## config.mk

```make
export PLATFORM = sky130hd
export DESIGN_NAME = orbit_pos_latch
export DESIGN_NICKNAME = d
export VERILOG_FILES = /design/src/rtl/orbit_pos_latch.sv
export SDC_FILE = /design/constraint.sdc
export NUM_CORES = 1
export LEC_CHECK = 0
export CAP_MARGIN = 20
export CELL_PAD_IN_SITES_DETAIL_PLACEMENT = 1
export CELL_PAD_IN_SITES_GLOBAL_PLACEMENT = 1
export CORE_ASPECT_RATIO = 0.9
export CORE_UTILIZATION = 35
export CTS_BUF_LIST = sky130_fd_sc_hd__clkbuf_16
export CTS_CLUSTER_DIAMETER = 40
export CTS_CLUSTER_SIZE = 16
export DETAILED_ROUTE_END_ITERATION = 8
export PLACE_DENSITY_LB_ADDON = 0.1
export REMOVE_ABC_BUFFERS = 1
export SYNTH_ARGS = -nofsm -noshare
export SYNTH_HDL_FRONTEND = slang
export SYNTH_SLANG_ARGS = --single-unit
export TNS_END_PERCENT = 30
```

## constraint.sdc

```tcl
create_clock -name clk1485 -period 2.2 [get_ports clk1485]
set_clock_uncertainty 0.15 [all_clocks]
set_input_delay 0.44 -clock clk1485 [delete_from_list [all_inputs] [get_ports clk1485]]
set_output_delay 0.44 -clock clk1485 [all_outputs]
set_load 0.02 [all_outputs]
```

## src/rtl/orbit_pos_latch.sv

```systemverilog
// Per-frame snapshot of the six orbit coordinates, taken at the start of vblank.
// Build option ORBIT_POS_LATCH_PAUSE_EN adds a 'pause' input that freezes the coordinate outputs.
module orbit_pos_latch #(
    parameter int H_ACTIVE  = 1920,
    parameter int V_ACTIVE  = 1080,
    parameter int MAX_RETRY = 3,
    parameter int FRAME_W   = 16
) (
    input  logic               clk1485,
    input  logic               rst_n,
`ifdef ORBIT_POS_LATCH_PAUSE_EN
    input  logic               pause,
`endif
    input  logic [13:0]        x,
    input  logic [13:0]        y,
    input  logic [10:0]        x_mer_in,
    input  logic [10:0]        y_mer_in,
    input  logic [10:0]        x_ven_in,
    input  logic [10:0]        y_ven_in,
    input  logic [10:0]        x_earth_in,
    input  logic [10:0]        y_earth_in,
    output logic               hold_ticks,
    output logic [10:0]        x_mer,
    output logic [10:0]        y_mer,
    output logic [10:0]        x_ven,
    output logic [10:0]        y_ven,
    output logic [10:0]        x_earth,
    output logic [10:0]        y_earth,
    output logic               pos_valid,
    output logic               commit_pulse,
    output logic               err_unstable,
    output logic [FRAME_W-1:0] frame_cnt
);

    localparam int RW = (MAX_RETRY < 1) ? 1 : $clog2(MAX_RETRY + 1);
    localparam logic [RW-1:0] RETRY_LAST = RW'(MAX_RETRY);
    localparam logic [13:0]   Y_TRIG     = 14'(V_ACTIVE);
    // A geometry that does not fit the 14-bit counters can never trigger.
    localparam bit GEOM_OK = (H_ACTIVE > 0) && (H_ACTIVE < 16384) &&
                             (V_ACTIVE >= 0) && (V_ACTIVE < 16384);

    typedef enum logic [1:0] {
        IDLE     = 2'd0,
        SAMPLE_A = 2'd1,
        SAMPLE_B = 2'd2
    } state_e;

    state_e             state_q;
    logic [65:0]        snap_q;
    logic [65:0]        coord_q;
    logic [RW-1:0]      retry_q;
    logic [FRAME_W-1:0] frame_q;
    logic [FRAME_W-1:0] frame_d;
    logic               hold_q;
    logic               valid_q;
    logic               commit_q;
    logic               err_q;

    logic [65:0]        cur;
    logic               trig;
    logic               same;
    logic               upd;

    assign cur     = {x_mer_in, y_mer_in, x_ven_in, y_ven_in, x_earth_in, y_earth_in};
    assign trig    = GEOM_OK && (x == '0) && (y == Y_TRIG);
    assign same    = (cur == snap_q);
    assign frame_d = frame_q + FRAME_W'(1);

`ifdef ORBIT_POS_LATCH_PAUSE_EN
    assign upd = ~pause;
`else
    assign upd = 1'b1;
`endif

    always_ff @(posedge clk1485 or negedge rst_n) begin
        if (!rst_n) begin
            state_q  <= IDLE;
            snap_q   <= '0;
            coord_q  <= '0;
            retry_q  <= '0;
            frame_q  <= '0;
            hold_q   <= 1'b0;
            valid_q  <= 1'b0;
            commit_q <= 1'b0;
            err_q    <= 1'b0;
        end else begin
            commit_q <= 1'b0;
            err_q    <= 1'b0;
            unique case (state_q)
                IDLE: begin
                    if (trig) begin
                        state_q <= SAMPLE_A;
                        hold_q  <= 1'b1;
                    end
                end
                SAMPLE_A: begin
                    snap_q  <= cur;
                    retry_q <= '0;
                    state_q <= SAMPLE_B;
                end
                SAMPLE_B: begin
                    // Two agreeing samples commit; an exhausted retry budget forces a commit.
                    if (same || (retry_q == RETRY_LAST)) begin
                        if (upd) coord_q <= cur;
                        commit_q <= 1'b1;
                        err_q    <= ~same;
                        frame_q  <= frame_d;
                        valid_q  <= 1'b1;
                        hold_q   <= 1'b0;
                        state_q  <= IDLE;
                    end else begin
                        snap_q  <= cur;
                        retry_q <= retry_q + RW'(1);
                    end
                end
                default: begin
                    hold_q  <= 1'b0;
                    state_q <= IDLE;
                end
            endcase
        end
    end

    assign hold_ticks   = hold_q;
    assign x_mer        = coord_q[65:55];
    assign y_mer        = coord_q[54:44];
    assign x_ven        = coord_q[43:33];
    assign y_ven        = coord_q[32:22];
    assign x_earth      = coord_q[21:11];
    assign y_earth      = coord_q[10:0];
    assign pos_valid    = valid_q;
    assign commit_pulse = commit_q;
    assign err_unstable = err_q;
    assign frame_cnt    = frame_q;

endmodule

```

==> metrics.log, run 1 <==
[metrics] outcome: finished, violations left
[metrics] failing checks: setup timing
[metrics] unrepaired setup endpoints after global routing: true
[metrics] Starting Density: 36.0%
[metrics] Tot GR Track Use: 17.5%
[metrics] weighted congestion at the end of routability-driven global placement: 0.730
[metrics] count of nets after finishing: 772
[metrics] DP HPWL: 11.6 mm
[metrics] crit start category: flop
[metrics] met3 global-route usage: 5.07%
[metrics] detailed-route via count: 4454
[metrics] class of the tightest hold or removal check: in2reg
[metrics] Setup Viol. Count Final: 153
[metrics] largest voltage drop on the vdd net: 0.453 mV
[metrics] Antenna Violating Nets Remaining: 0
[metrics] Slew headroom: 70.9%
[metrics] post-CTS clock slew at the launch and capture registers of the worst setup and hold paths: 0.06 ns
[metrics] post-route DRC violation count: 0
[metrics] CP top delay family: simple AND/OR/NAND/NOR gates
[metrics] port bufs: 181
[metrics] setup slack on the worst flop-to-flop path: -0.42 ns
[metrics] number of register bits inferred by synthesis: 156
[metrics] Final Routed Wirelength: 16.4 mm
[metrics] EDFF count, synth: 0
[metrics] met1 capacity usage during global routing: 21.8%
[metrics] global-route wire length before repair: 26.5 mm
[metrics] power share of the combinational group: 11.4%
[metrics] data required time of the critical path: 2.35 ns
[metrics] antenna violations before repair: 1
[metrics] reg2reg start: snap_q[25]
[metrics] portion of the clock cycle consumed by the worst path in the final layout: 119%
[metrics] root buffer cell: clkbuf_16
[metrics] pin count of the biggest net entering global routing: 48
[metrics] Synth Cell Area: 0.00669 mm2
[metrics] total count of hold-check failures in the final report: 0
[metrics] worst slew pin tran: 0.437 ns
[metrics] synthesized instance count: 464
[metrics] CP max stage cell: dfrtp_1
[metrics] Max Root-Sink Buffers: 2
[metrics] Worst path depth: 9
[metrics] average instance area after synthesis: 14.4 um2
[metrics] CTS tree: yes
[metrics] global-route layer with the greatest usage: met2
[metrics] reported leakage power: 0.00394 uW
[metrics] Pwr per Cell Area: 675 mW/mm2
[metrics] total grt overflow: 0
[metrics] number of levels the H-tree was split into: 4
[metrics] relative contribution of sequential cells to total power: 46.8%
[metrics] global-route track usage on met2: 29.4%
[metrics] post-synthesis to final-layout area growth: 45.1%
[metrics] Top-Level Pins: 182
[metrics] switching power: 1580 uW
[metrics] warnings from Yosys: 0
[metrics] detailed-router iteration count before antenna repair: 4
[metrics] type of the worst setup path: reg2reg
[metrics] clock network latency to the later pin of the worst-skew pair: 0.42 ns
[metrics] worst setup slack before clock tree synthesis: -1.14 ns
[metrics] Sw Ratio: 24.1%
[metrics] placement row count: 47
[metrics] cell count of the worst reg-to-reg path: 9
[metrics] horizontal die dimension: 148 um
[metrics] leading register cell type out of synthesis: dfrtp_1
[metrics] total buffers and inverters traversed by the critical path: 3
[metrics] final setup slack of the worst path: -0.420 ns
[metrics] critical path arrival: 2.77 ns
[metrics] maximum clock frequency: 0.382 GHz
[metrics] design internal power: 4970 uW
[metrics] Util after Layout: 52.3%
[metrics] cell area after placement: 0.00898 mm2
[metrics] hold path endpoint: coord_q[3]
[metrics] highest fanout seen on the critical path: 16
[metrics] ys async rst share: 100%
[metrics] post-synthesis cell type count: 29
[metrics] number of buffers added by the clock tree synthesis step: 17
[metrics] cell area after layout: 0.00971 mm2
[metrics] fraction of final layout cells sized beyond drive strength 1: 27.6%
[metrics] end of the worst register-to-register path: coord_q[19]
[metrics] max-slew violation count: 0
[metrics] max cap viols: 0
[metrics] routed wire length per instance: 17.6 um
[metrics] portion of the post-synthesis area used by sequential elements: 58.3%
[metrics] number of cells on the worst hold path: 2
[metrics] Overall Power: 6560 uW
[metrics] violation count after the first detailed-route iteration: 93
[metrics] delay contributed by the slowest stage of the critical path: 0.39 ns
[metrics] worst path cell trace: xnor2_1, nand4_1, nor4_2, buf_4, nand4_1, o31ai_4, buf_6, buf_12, mux2_2
[metrics] clock sink count: 156
[metrics] layout filler cell count: 1854
[metrics] core area: 0.0186 mm2
[metrics] launch instance of the worst min-delay path: y_earth_in[3]
[metrics] element type at the critical path end: flop
[metrics] vias in the first global route: 5007
[metrics] floorplan die area: 0.0197 mm2
[metrics] CP most frequent cell: nand4_1
[metrics] min cycle time layout: 2.62 ns
[metrics] DIE HEIGHT: 133 um
[metrics] detailed-route vias per instance: 4.78
[metrics] part of the total power dissipated in the clock network: 41.8%
## how the worst max path moves through the flow
stage | slack, ns | endpoint | from
floorplan | -3.27 | frame_cnt[11] | y_ven_in[1]
global placement | -1.09 | coord_q[8] | x_ven_in[8]
detailed placement | -1.14 | coord_q[64] | x_ven_in[8]
CTS | -0.45 | coord_q[64] | snap_q[63]
global route | -0.56 | coord_q[64] | snap_q[43]
finish | -0.42 | coord_q[19] | snap_q[25]
## state kept, by name, summed over array words and instances (netlist names)
name and count:
pos_valid 1, snap_q 66, commit_pulse 1, coord_q 66
err_unstable 1, retry_q 2, state_q 2, frame_cnt 16
hold_ticks 1
## area by class of cell
type / instances / area [um2] / area share (%)
antenna: 1 / 2.50 / 0.0258
clock buffer: 17 / 425 / 4.38
clock inverter: 14 / 121 / 1.25
inverter: 1 / 3.75 / 0.0387
multi-input combinational: 289 / 2810 / 29.0
sequential: 156 / 3900 / 40.2
tap: 245 / 307 / 3.16
timing repair buffer: 209 / 2130 / 22.0
## power by group through the flow
stage	Clock, uW	Combinational [uW]	Sequential [uW]
6_report	2740	748	3070
5_1_grt	2950	809	3080
2_1_floorplan	0	212	3180
3_5_place_dp	0	760	3120
3_3_place_gp	0	741	3110
4_1_cts	2830	750	3070
## placed cells by master (no fill, tap or decap), types with 2 or more instances in the layout
| master | count |
|---|---|
| dfrtp_1 | 156 |
| clkdlybuf4s50_1 | 145 |
| mux2_2 | 94 |
| xnor2_1 | 68 |
| dlygate4sd2_1 | 34 |
| mux2_4 | 28 |
| nand4_1 | 21 |
| clkbuf_16 | 18 |
| buf_4 | 14 |
| xor2_1 | 12 |
| mux2_1 | 11 |
| nor4_1 | 8 |
| nand3_1 | 8 |
| buf_12 | 8 |
| nor2_1 | 7 |
| and3_1 | 5 |
| nand2_1 | 4 |
| clkinv_2 | 4 |
| buf_6 | 4 |
| inv_6 | 3 |
| clkinv_4 | 3 |
| nand2b_1 | 2 |
| nor4_2 | 2 |
| o21ai_0 | 2 |
| nor4b_1 | 2 |
| and4_1 | 2 |
| nand3_2 | 2 |
| ha_1 | 2 |
| clkinvlp_4 | 2 |
## layer usage
metal,part of all wire [%],vias up
met5,0,-
li1,-,2058
met3,5.7,13
met4,1.1,0
met2,49,120
met1,44,2263
## logic make-up after synthesis
logic type               after synthesis  synth area share [%]
buffers and inverters                 19                  1.85
XOR/XNOR                              81                  10.6
AND/OR/NAND/NOR                       68                  5.91
multiplexers                         133                  22.4
AO/OA/AOI/OAI                          5                 0.542
adder cells (fa/ha/maj)                2                 0.374
flip-flops                           156                  58.3
## per-stage QoR
stage | TNS, ns | instances | hold WS [ns]
3_3_place_gp | -157.92 | 895 | 0.232
5_1_grt | -76.18 | 932 | 0.237
3_5_place_dp | -164.30 | 895 | 0.247
2_1_floorplan | -313.05 | 446 | -0.00559
4_1_cts | -57.67 | 928 | 0.278
6_report | -53.42 | 932 | 0.235
## Yosys cell counts, drive strengths merged (3+ instances only)
master / instances / area, um2
buf: 13 / 101
xnor2: 68 / 596
dfrtp: 156 / 3900
nor4: 10 / 62.6
nand3: 10 / 50.1
o21ai: 3 / 18.8
nor2: 7 / 26.3
xor2: 13 / 114
and3: 5 / 31.3
mux2: 133 / 1500
nand4: 21 / 131
clkbuf: 5 / 18.8
nand2: 5 / 21.3
## timing repair
item / CTS / global route
cloned: 1 / 1
hold endpoints to repair: 38 / 0
hold buffers: 1 / 0
buffers inserted: 0 / 2
endpoints found under the setup margin: 154 / 154
resized for setup: 50 / 22
pin swaps: 18 / 4
(Power assumes the default switching activity.)
==> run 2: changes to the inputs <==
- SKIP_CTS_REPAIR_TIMING: not set -> 1
- SLEW_MARGIN: not set -> 0
==> metrics.log, run 2 (synthesized netlist as in run 1, its figures left out) <==
[metrics] outcome: finished, violations left
[metrics] failing checks: setup timing
[metrics] accumulated negative setup slack: -59.49 ns (-6.07 ns)
[metrics] largest voltage drop on the vdd net: 0.454 mV (+0.29%)
[metrics] clock sink count: 156 (unchanged)
[metrics] maximum clock frequency: 0.375 GHz (-1.7%)
[metrics] port bufs: 181 (unchanged)
[metrics] Slew headroom: 71.0% (+0.14 points)
[metrics] post-CTS clock slew at the launch and capture registers of the worst setup and hold paths: 0.06 ns (about the same)
[metrics] unrepaired setup endpoints after global routing: true
[metrics] max cap viols: 0 (unchanged)
[metrics] highest fanout seen on the critical path: 21 (+5)
[metrics] met3 wirelength from detailed routing: 953 um (+1.3%)
[metrics] number of levels the H-tree was split into: 4 (unchanged)
[metrics] CP top delay family: simple AND/OR/NAND/NOR gates
[metrics] pin count of the biggest net entering global routing: 48 (unchanged)
[metrics] root buffer cell: clkbuf_16
[metrics] routed wire length per instance: 17.7 um (+0.95%)
[metrics] fraction of final layout cells sized beyond drive strength 1: 26.4% (-1.2 points)
[metrics] count of nets after finishing: 772 (unchanged)
[metrics] CP max stage cell: dfrtp_1
[metrics] total count of hold-check failures in the final report: 0 (unchanged)
[metrics] critical path arrival: 2.81 ns (+0.04 ns)
[metrics] launch instance of the worst min-delay path: x_mer_in[8]
[metrics] CP most frequent cell: nand4_1
[metrics] worst slew pin tran: 0.435 ns (-0.00207 ns)
[metrics] Tot GR Track Use: 17.2% (-0.32 points)
[metrics] weighted congestion at the end of routability-driven global placement: 0.730 (unchanged)
[metrics] placement row count: 47 (unchanged)
[metrics] total buffers and inverters traversed by the critical path: 3 (unchanged)
[metrics] Antenna Violating Nets Remaining: 0 (unchanged)
[metrics] horizontal die dimension: 148 um (unchanged)
[metrics] Crit. Startpoint: snap_q[45]
[metrics] total grt overflow: 0 (unchanged)
[metrics] highest-count cells in the layout ignoring fill and taps: dfrtp_1 (156), clkdlybuf4s50_1 (141), mux2_2 (77), xnor2_1 (67), dlymetal6s2s_1 (39)
[metrics] class of the tightest hold or removal check: in2reg
[metrics] global-route wire length before repair: 26.1 mm (-1.5%)
[metrics] detailed-router iteration count before antenna repair: 4 (unchanged)
[metrics] top sig layer: met4
[metrics] antenna violations before repair: 1 (unchanged)
[metrics] floorplan die area: 0.0197 mm2 (unchanged)
[metrics] length of routed wiring on met1: 7.32 mm (+0.94%)
[metrics] detailed-route vias per instance: 4.79 (+0.25%)
[metrics] number of buffers added by the clock tree synthesis step: 17 (unchanged)
[metrics] Pwr per Cell Area: 664 mW/mm2 (-1.6%)
[metrics] reported leakage power: 0.00430 uW (+8.9%)
[metrics] Max Root-Sink Buffers: 2 (unchanged)
[metrics] post-synthesis to final-layout area growth: 48.0%
[metrics] max-slew violation count: 0 (unchanged)
[metrics] portion of the clock cycle consumed by the worst path in the final layout: 121% (+2.0 points)
[metrics] final setup slack of the worst path: -0.464 ns (-0.0440 ns)
[metrics] met2 wire length: 8.06 mm (+0.78%)
[metrics] Overall Power: 6580 uW (+0.37%)
[metrics] post-route DRC violation count: 0 (unchanged)
[metrics] Setup Viol. Count Final: 154 (+0.65%)
[metrics] data required time of the critical path: 2.35 ns (about the same)
[metrics] core area: 0.0186 mm2 (unchanged)
[metrics] leading cell type in the layout, fill and taps excluded: dfrtp_1
[metrics] Final Routed Wirelength: 16.5 mm (+0.95%)
[metrics] reg2reg start: snap_q[45]
[metrics] violation count after the first detailed-route iteration: 92 (-1.1%)
[metrics] total placed cells including tap cells: 895 (unchanged)
[metrics] DP HPWL: 11.6 mm (unchanged)
[metrics] element type at the critical path end: flop
[metrics] delay contributed by the slowest stage of the critical path: 0.38 ns (about the same)
[metrics] DIE HEIGHT: 133 um (unchanged)
[metrics] worst path cell trace: xnor2_1, nand4_1, nor4_4, buf_4, nand4_1, o31ai_4, buf_6, buf_12, mux2_2
[metrics] Top-Level Pins: 182 (unchanged)
[metrics] clock network latency to the later pin of the worst-skew pair: 0.42 ns (about the same)
[metrics] number of non-filler instances in the completed layout: 932 (unchanged)
[metrics] type of the worst setup path: reg2reg
[metrics] Starting Density: 36.0% (unchanged)
[metrics] CTS tree: yes
[metrics] crit start category: flop
[metrics] detailed-route via count: 4465 (+0.25%)
[metrics] min cycle time layout: 2.66 ns (+0.0440 ns)
[metrics] vias in the first global route: 4987 (-0.40%)
run 2: cell count changes in the layout (fill, tap and decap cells not counted), sizes merged:
cell           delta
buf               -1
clkbuf            +1
clkdlybuf4s50     -4
dlygate4sd2      -34
dlymetal6s2s     +38
run 2: cell type report:
class	instances	area, um2
timing repair buffer	209	2280
tap	245	307
multi-input combinational	289	2860
fill	1847	8680
clock buffer	17	425
antenna	1	2.50
inverter	1	3.75
sequential	156	3900
clock inverter	14	121
run 2: final timing paths:
path	to	slack (ns)	cells after the start
min in group asynchronous	coord_q[9]	0.36	2
max in group asynchronous	frame_cnt[0]	0.90	3
min	snap_q[63]	0.19	2
max	coord_q[56]	-0.46	9
max reg2reg	coord_q[56]	-0.46	9
min reg2reg	pos_valid	0.32	1
run 2: metrics by stage:
stage / utilization, % / hold WS, ns / setup slack (ns) / area [um2]
after floorplan: - / -0.00559 / -3.27 / 6570
after global placement: 48.3 / 0.232 / -1.09 / 8980
after detailed placement: 48.3 / 0.247 / -1.14 / 8980
after CTS: 51.3 / -0.206 / -0.705 / 9520
after global routing: 53.3 / 0.179 / -0.572 / 9900
final: 53.3 / 0.191 / -0.464 / 9900
run 2: report_power, final:
part	internal [uW]	total, uW	switching [uW]
Clock	1550	2750	1190
Combinational	444	767	323
Sequential	2990	3070	75.4
run 2: routing by layer:
layer	vias to the layer above	GRT usage, %
li1	2053	-
met1	2269	21.5
met3	15	4.90
met2	128	28.8
met5	-	0
met4	0	5.44
